==> config.mk <==
export PLATFORM = sky130hd
export DESIGN_NAME = mem_access_flat
export DESIGN_NICKNAME = d
export VERILOG_FILES = /design/src/rtl/mem_access_if.sv /design/src/rtl/mem_access.sv /design/src/flat_wrapper.sv
export SDC_FILE = /design/constraint.sdc
export NUM_CORES = 1
export LEC_CHECK = 0
export CORE_MARGIN = 3
export CORE_UTILIZATION = 44
export CTS_CLUSTER_DIAMETER = 80
export DETAILED_ROUTE_END_ITERATION = 16
export MAX_ROUTING_LAYER = met4
export PLACE_DENSITY = 0.86
export SLEW_MARGIN = 5
export SYNTH_ARGS = -nofsm -noshare
export SYNTH_HDL_FRONTEND = slang
export SYNTH_SLANG_ARGS = --single-unit
==> constraint.sdc <==
create_clock -name clk -period 2.8 [get_ports clk]
set_clock_uncertainty 0.05 [all_clocks]
set_input_delay 0.56 -clock clk [delete_from_list [all_inputs] [get_ports clk]]
set_output_delay 0.56 -clock clk [all_outputs]
set_load 0.01 [all_outputs]
==> src/rtl/mem_access_if.sv <==
// mem_access_if: data-memory bus and handshaked I/O ports
interface mem_access_if;
  logic        dm_req;
  logic        dm_we;
  logic [31:0] dm_addr;
  logic [31:0] dm_wdata;
  logic [31:0] dm_rdata;
  logic        dm_ack;
  logic        in_valid;
  logic        in_ready;
  logic [31:0] in_data;
  logic        out_valid;
  logic        out_ready;
  logic [31:0] out_data;
  modport master (
    output dm_req, dm_we, dm_addr, dm_wdata, in_ready, out_valid, out_data,
    input  dm_rdata, dm_ack, in_valid, in_data, out_ready
  );
  modport slave (
    input  dm_req, dm_we, dm_addr, dm_wdata, in_ready, out_valid, out_data,
    output dm_rdata, dm_ack, in_valid, in_data, out_ready
  );
endinterface

==> src/rtl/mem_access.sv <==
// mem_access: memory/IO access stage that stalls the pipeline until the access completes
module mem_access (
  input  logic         clk,
  input  logic         rst,
  input  logic [4:0]   wd_i,
  input  logic         wreg_i,
  input  logic [31:0]  wdata_i,
  input  logic [31:0]  mem_addr_i,
  input  logic         memR_i,
  input  logic         memW_i,
  input  logic         in_i,
  input  logic         out_i,
  mem_access_if.master bus,
  output logic         stall_req,
  output logic [4:0]   wd_o,
  output logic         wreg_o,
  output logic [31:0]  wdata_o,
  output logic         misalign_o
);
  typedef enum logic [1:0] {IDLE, DM, IN, OUT} state_t;
  state_t state, state_n;
  logic is_dm, access, misal, done;
  logic [4:0] wd_n;
  logic wreg_n, mis_n, req_n, we_n, rdy_n, ov_n;
  logic [31:0] wdata_n, addr_n, dwr_n, od_n;
  assign is_dm = memR_i | memW_i;
  assign access = is_dm | in_i | out_i;
  assign misal = is_dm && mem_addr_i[1:0] != 2'b00;
  assign done = state == DM ? bus.dm_ack : state == IN ? bus.in_valid : state == OUT ? bus.out_ready : 1'b0;
  assign stall_req = rst ? 1'b0 : state == IDLE ? access && !misal : !done;
  always_comb begin
    state_n = state;
    wd_n = wd_o;
    wreg_n = 1'b0;
    wdata_n = wdata_o;
    mis_n = 1'b0;
    req_n = bus.dm_req;
    we_n = bus.dm_we;
    addr_n = bus.dm_addr;
    dwr_n = bus.dm_wdata;
    rdy_n = bus.in_ready;
    ov_n = bus.out_valid;
    od_n = bus.out_data;
    if (state == IDLE) begin
      if (!access) begin
        wd_n = wd_i;
        wreg_n = wreg_i;
        wdata_n = wdata_i;
      end else if (misal) begin
        mis_n = 1'b1;
      end else if (is_dm) begin
        state_n = DM;
        req_n = 1'b1;
        we_n = !memR_i;
        addr_n = mem_addr_i;
        dwr_n = wdata_i;
      end else if (in_i) begin
        state_n = IN;
        rdy_n = 1'b1;
      end else begin
        state_n = OUT;
        ov_n = 1'b1;
        od_n = wdata_i;
      end
    end else if (done) begin
      state_n = IDLE;
      req_n = 1'b0;
      rdy_n = 1'b0;
      ov_n = 1'b0;
      wd_n = wd_i;
      if (state == DM && !bus.dm_we) begin
        wdata_n = bus.dm_rdata;
        wreg_n = wreg_i;
      end
      if (state == IN) begin
        wdata_n = bus.in_data;
        wreg_n = wreg_i;
      end
    end
  end
  always_ff @(posedge clk) begin
    if (rst) begin
      state <= IDLE;
      bus.dm_req <= 1'b0;
      bus.dm_we <= 1'b0;
      bus.dm_addr <= 32'd0;
      bus.dm_wdata <= 32'd0;
      bus.in_ready <= 1'b0;
      bus.out_valid <= 1'b0;
      bus.out_data <= 32'd0;
      wd_o <= 5'd0;
      wreg_o <= 1'b0;
      wdata_o <= 32'd0;
      misalign_o <= 1'b0;
    end else begin
      state <= state_n;
      bus.dm_req <= req_n;
      bus.dm_we <= we_n;
      bus.dm_addr <= addr_n;
      bus.dm_wdata <= dwr_n;
      bus.in_ready <= rdy_n;
      bus.out_valid <= ov_n;
      bus.out_data <= od_n;
      wd_o <= wd_n;
      wreg_o <= wreg_n;
      wdata_o <= wdata_n;
      misalign_o <= mis_n;
    end
  end
endmodule
==> src/flat_wrapper.sv <==
// flat-port wrapper written by rule: the top's interface ports become plain ports
module mem_access_flat 
  (clk, rst, wd_i, wreg_i, wdata_i, mem_addr_i, memR_i, memW_i, in_i, out_i, stall_req, wd_o, wreg_o, wdata_o, misalign_o, bus_dm_req, bus_dm_we, bus_dm_addr, bus_dm_wdata, bus_in_ready, bus_out_valid, bus_out_data, bus_dm_rdata, bus_dm_ack, bus_in_valid, bus_in_data, bus_out_ready);
  mem_access_if bus_i ();
  input  logic clk;
  input  logic rst;
  input  logic [4:0] wd_i;
  input  logic wreg_i;
  input  logic [31:0] wdata_i;
  input  logic [31:0] mem_addr_i;
  input  logic memR_i;
  input  logic memW_i;
  input  logic in_i;
  input  logic out_i;
  output logic stall_req;
  output logic [4:0] wd_o;
  output logic wreg_o;
  output logic [31:0] wdata_o;
  output logic misalign_o;
  output wire logic [$bits(bus_i.dm_req)-1:0] bus_dm_req;
  output wire logic [$bits(bus_i.dm_we)-1:0] bus_dm_we;
  output wire logic [$bits(bus_i.dm_addr)-1:0] bus_dm_addr;
  output wire logic [$bits(bus_i.dm_wdata)-1:0] bus_dm_wdata;
  output wire logic [$bits(bus_i.in_ready)-1:0] bus_in_ready;
  output wire logic [$bits(bus_i.out_valid)-1:0] bus_out_valid;
  output wire logic [$bits(bus_i.out_data)-1:0] bus_out_data;
  input wire logic [$bits(bus_i.dm_rdata)-1:0] bus_dm_rdata;
  input wire logic [$bits(bus_i.dm_ack)-1:0] bus_dm_ack;
  input wire logic [$bits(bus_i.in_valid)-1:0] bus_in_valid;
  input wire logic [$bits(bus_i.in_data)-1:0] bus_in_data;
  input wire logic [$bits(bus_i.out_ready)-1:0] bus_out_ready;
  assign bus_dm_req = bus_i.dm_req;
  assign bus_dm_we = bus_i.dm_we;
  assign bus_dm_addr = bus_i.dm_addr;
  assign bus_dm_wdata = bus_i.dm_wdata;
  assign bus_in_ready = bus_i.in_ready;
  assign bus_out_valid = bus_i.out_valid;
  assign bus_out_data = bus_i.out_data;
  assign bus_i.dm_rdata = bus_dm_rdata;
  assign bus_i.dm_ack = bus_dm_ack;
  assign bus_i.in_valid = bus_in_valid;
  assign bus_i.in_data = bus_in_data;
  assign bus_i.out_ready = bus_out_ready;
  mem_access u_core (.clk(clk), .rst(rst), .wd_i(wd_i), .wreg_i(wreg_i), .wdata_i(wdata_i), .mem_addr_i(mem_addr_i), .memR_i(memR_i), .memW_i(memW_i), .in_i(in_i), .out_i(out_i), .bus(bus_i), .stall_req(stall_req), .wd_o(wd_o), .wreg_o(wreg_o), .wdata_o(wdata_o), .misalign_o(misalign_o));
endmodule
==> impl_metrics.csv <==
group,metric,value,unit
setup_path,crit_cells,6,
cts,cts_buffer_depth,2,
setup_path,arrival,2.04,ns
finish,nFillCells,1002,
route,drt_iter0_drc,476,
cts,clk_pin_slew,0.06,ns
global_routing,grt_usage,0.2728,
power,total_power,5.814,mW
setup_path,critical-path-top-delay-family,"buffers and inverters",
global_routing,grt_pass1_vias,5938,
power,clkPwrFrac,0.390,
sta,rsz0062_at_grt,"false",
route,dr.pass1.iters,4,
setup_path,timing.critical_path.mode_cell,"nor2_1",
floorplan,start_util,0.4593,
setup_path,worstReg2RegEnd,"u_core.bus.dm_wdata[5]$_SDFFE_PP0P_",
min_path,min_from,"u_core.bus.dm_addr[13]$_SDFFE_PP0P_",
floorplan,num_io_pins,283,
setup_path,rrSetupSlack,0.56,ns
finish,fin_nets,1140,
power,netSwitchingFraction,0.2657,
global_routing,antenna_found_initial,0,
synth,syn_nets,871,
synth,async_flop_share,0,
finish,drive_above_1_share,0.06337,
setup_path,crit_buf_inv,2,
global_routing,grt_overflow,0,
synth,synth_area,5938,sq um
sta,worstMarginPinSlew,0.6424,ns
setup_path,timing.rr.start,"u_core.state[0]$_SDFFE_PP0P_",
global_routing,use_met2,0.4320,
power,p_int,4.269,mW
global_routing,gr-usage-met3,0.06778,
setup_path,cp_max_fo,4,
floorplan,die_width,122.2,um
sta,min_period,2.653,ns
cts,cts.sinks,141,
placed_design,gp_congestion,0.8660,
cts,insertion_delay,0.41,ns
sta,slew-limit-headroom,0.5717,
global_routing,grt_max_degree,172,
finish,diodes,0,
sta,timing.fmax,0.3770,GHz
cts,cts_tree,"built",
setup_path,crit_required,2.19,ns
route,routed_wl,20130,um
floorplan,core-area,12930,sq um
route,post_drt_wl_per_cell,17.03,um
setup_path,start_kind,"input port",
synth,synth_area_per_cell,8.157,sq um
power,power_switching,1.545,mW
placed_design,numPortBuffers,282,
power,combPwrFrac,0.226,
sta,min_period_over_period,0.9473,
min_path,hold_depth,2,
cts,cts_hold_buf,0,
floorplan,die_area,14930,sq um
finish,fin_util,0.7406,
power,p_seq_frac,0.384,
synth,ys_seq_elements,141,
min_path,hold_path_class,"flip-flop to flip-flop",
cts,cts_root_buf,"clkbuf_16",
route,drt_drc_violations_left,0,
power,power_density,607.2,nW/um^2
synth,yosysMostFrequentCell,"nand2_1",
route,vias,5943,
floorplan,die_h,122.2,um
finish,stdcell_count,1182,
route,ant_nets,0,
synth,syn_inst,728,
placed_design,pre_cts_ws,-0.04052,ns
setup_path,endpoint_kind,"primary output",
synth,yosysSeqAreaShare,0.4753,
setup_path,cp_cell_sequence,"clkdlybuf4s50_1 > nor2_1 > or4_1 > nand2_1 > nor2_1 > dlygate4sd2_1",
route,vias_per_cell,5.028,
sta,finalMaxSlewViolations,0,
cts,h-tree-depth,4,
global_routing,grt_pass1_wl,30530,um
synth,yosysTopAreaCell,"dfxtp_1",
synth,synth_top_area_share,0.4753,
placed_design,hpwl,14500,um
synth,yosys.cell_types.count,31,
outcome,outcome,"complete, no violations",
finish,layout-area-overhead-vs-synth,61.23,%
sta,setup_ws,0.1475,ns
cts,cts_setup_buffers,0,
synth,synth_ff_type,"dfxtp_1",
synth,synth_warnings,0,
synth,synth_edf_count,0,
placed_design,dp.cells,1150,
floorplan,rows,41,
power,p_leak,3.510,nW
setup_path,reg2regPathDepth,6,
cts,cts_made_buffers,17,
global_routing,grt.busiest_layer,"met2",
sta,holdWs,0.4009,ns
setup_path,cp_slowest_cell,"or4_1",
min_path,holdPathEnd,"u_core.bus.dm_addr[13]$_SDFFE_PP0P_",
cts,cts-resized-gates,1,
flow_run,drv_cap,0,
sta,setup_viol,0,
synth,synth_common_cells,"223 x nand2_1, 141 x dfxtp_1, 103 x a21oi_1, 66 x mux2i_1, 65 x nand2b_1",
setup_path,crit_type,"input port to primary output",
global_routing,use_met1,0.3288,
sta,hold_viol,0,
synth,synth.area.top_cells,"dfxtp_1 48%, nand2_1 14%, mux2i_1 11%, a21oi_1 8.7%, nand2b_1 6.8%",
setup_path,cpPeakStageDelay,0.49,ns
power,irDropWorstVdd,0.3524,mV
[tightest hold or removal path, stage by stage (launching register included)]
cell and delay, ns:
dfxtp_1 0.30, nand2_1 0.05, a21oi_1 0.05
[stage by stage]
stage	area, sq um	setup TNS, ns
2_1_floorplan	5938	0
3_3_place_gp	8969	-0.03303
3_5_place_dp	8969	-0.04052
4_1_cts	9574	0
5_1_grt	9574	0
6_report	9574	0
[power by group through the flow]
stage / clock network [mW] / logic [mW] / registers (mW)
2_1_floorplan: 0 / 0.574 / 2.33
3_3_place_gp: 0 / 1.30 / 2.27
3_5_place_dp: 0 / 1.31 / 2.27
4_1_cts: 2.30 / 1.32 / 2.23
5_1_grt: 2.39 / 1.42 / 2.25
6_report: 2.27 / 1.31 / 2.23
[metal layers]
layer / share of wire / up-vias
li1: - / 2939
met1: 0.41 / 2747
met2: 0.49 / 218
met3: 0.075 / 39
met4: 0.028 / 0
met5: 0 / -
[state kept, by name (all words and copies together), names as in the netlist]
register              flops
u_core.bus.dm_addr       32
u_core.bus.dm_wdata      32
u_core.bus.out_data      32
u_core.wdata_o           32
u_core.wd_o               5
u_core.state              2
u_core.bus.dm_req         1
u_core.bus.dm_we          1
u_core.bus.in_ready       1
u_core.bus.out_valid      1
u_core.misalign_o         1
u_core.wreg_o             1
[worst max-delay path by stage]
stage / slack [ns] / endpoint / from
2_1_floorplan: 0.89 / stall_req / memW_i
3_3_place_gp: -0.03 / stall_req / memW_i
3_5_place_dp: -0.04 / stall_req / memR_i
4_1_cts: 0.15 / stall_req / memR_i
5_1_grt: 0.07 / stall_req / memR_i
6_report: 0.15 / stall_req / memR_i
[final cells by class]
| cell class | count | area [sq um] | area share |
|---|---|---|---|
| timing repair buffer | 304 | 3047 | 0.3182 |
| sequential | 141 | 2825 | 0.2951 |
| clock inverter | 9 | 108.9 | 0.01137 |
| inverter | 2 | 7.507 | 0.0007841 |
| clock buffer | 23 | 498.0 | 0.05201 |
| tap | 172 | 215.2 | 0.02248 |
| multi-input combinational | 531 | 2873 | 0.3001 |
[layout by cell type, fill, tap and decap left out, drive strengths merged, types with 4 or more instances in the layout]
cell type      netlist  routed
dfxtp              141     141
mux2i               66      66
nor2                10      10
clkdlybuf4s50        0     280
clkinvlp             0       4
nand2b              65      65
o21ai               39      39
nand2              223     223
nor3b                5       5
nand3                5       5
clkbuf              39      23
a21oi              103     103
buf                 15      23
[cell families (layout without fill, tap and decap cells)]
kind of cell           Yosys count  after routing  share of synthesized area
AOI/OAI and AO/OA              147            147                     0.1273
muxes                           67             67                     0.1131
and+or+nand+nor                317            317                     0.2408
buffers and inverters           56            338                    0.04340
DFF                            141            141                     0.4753
No activity file was read; power rests on OpenSTA's default activity.
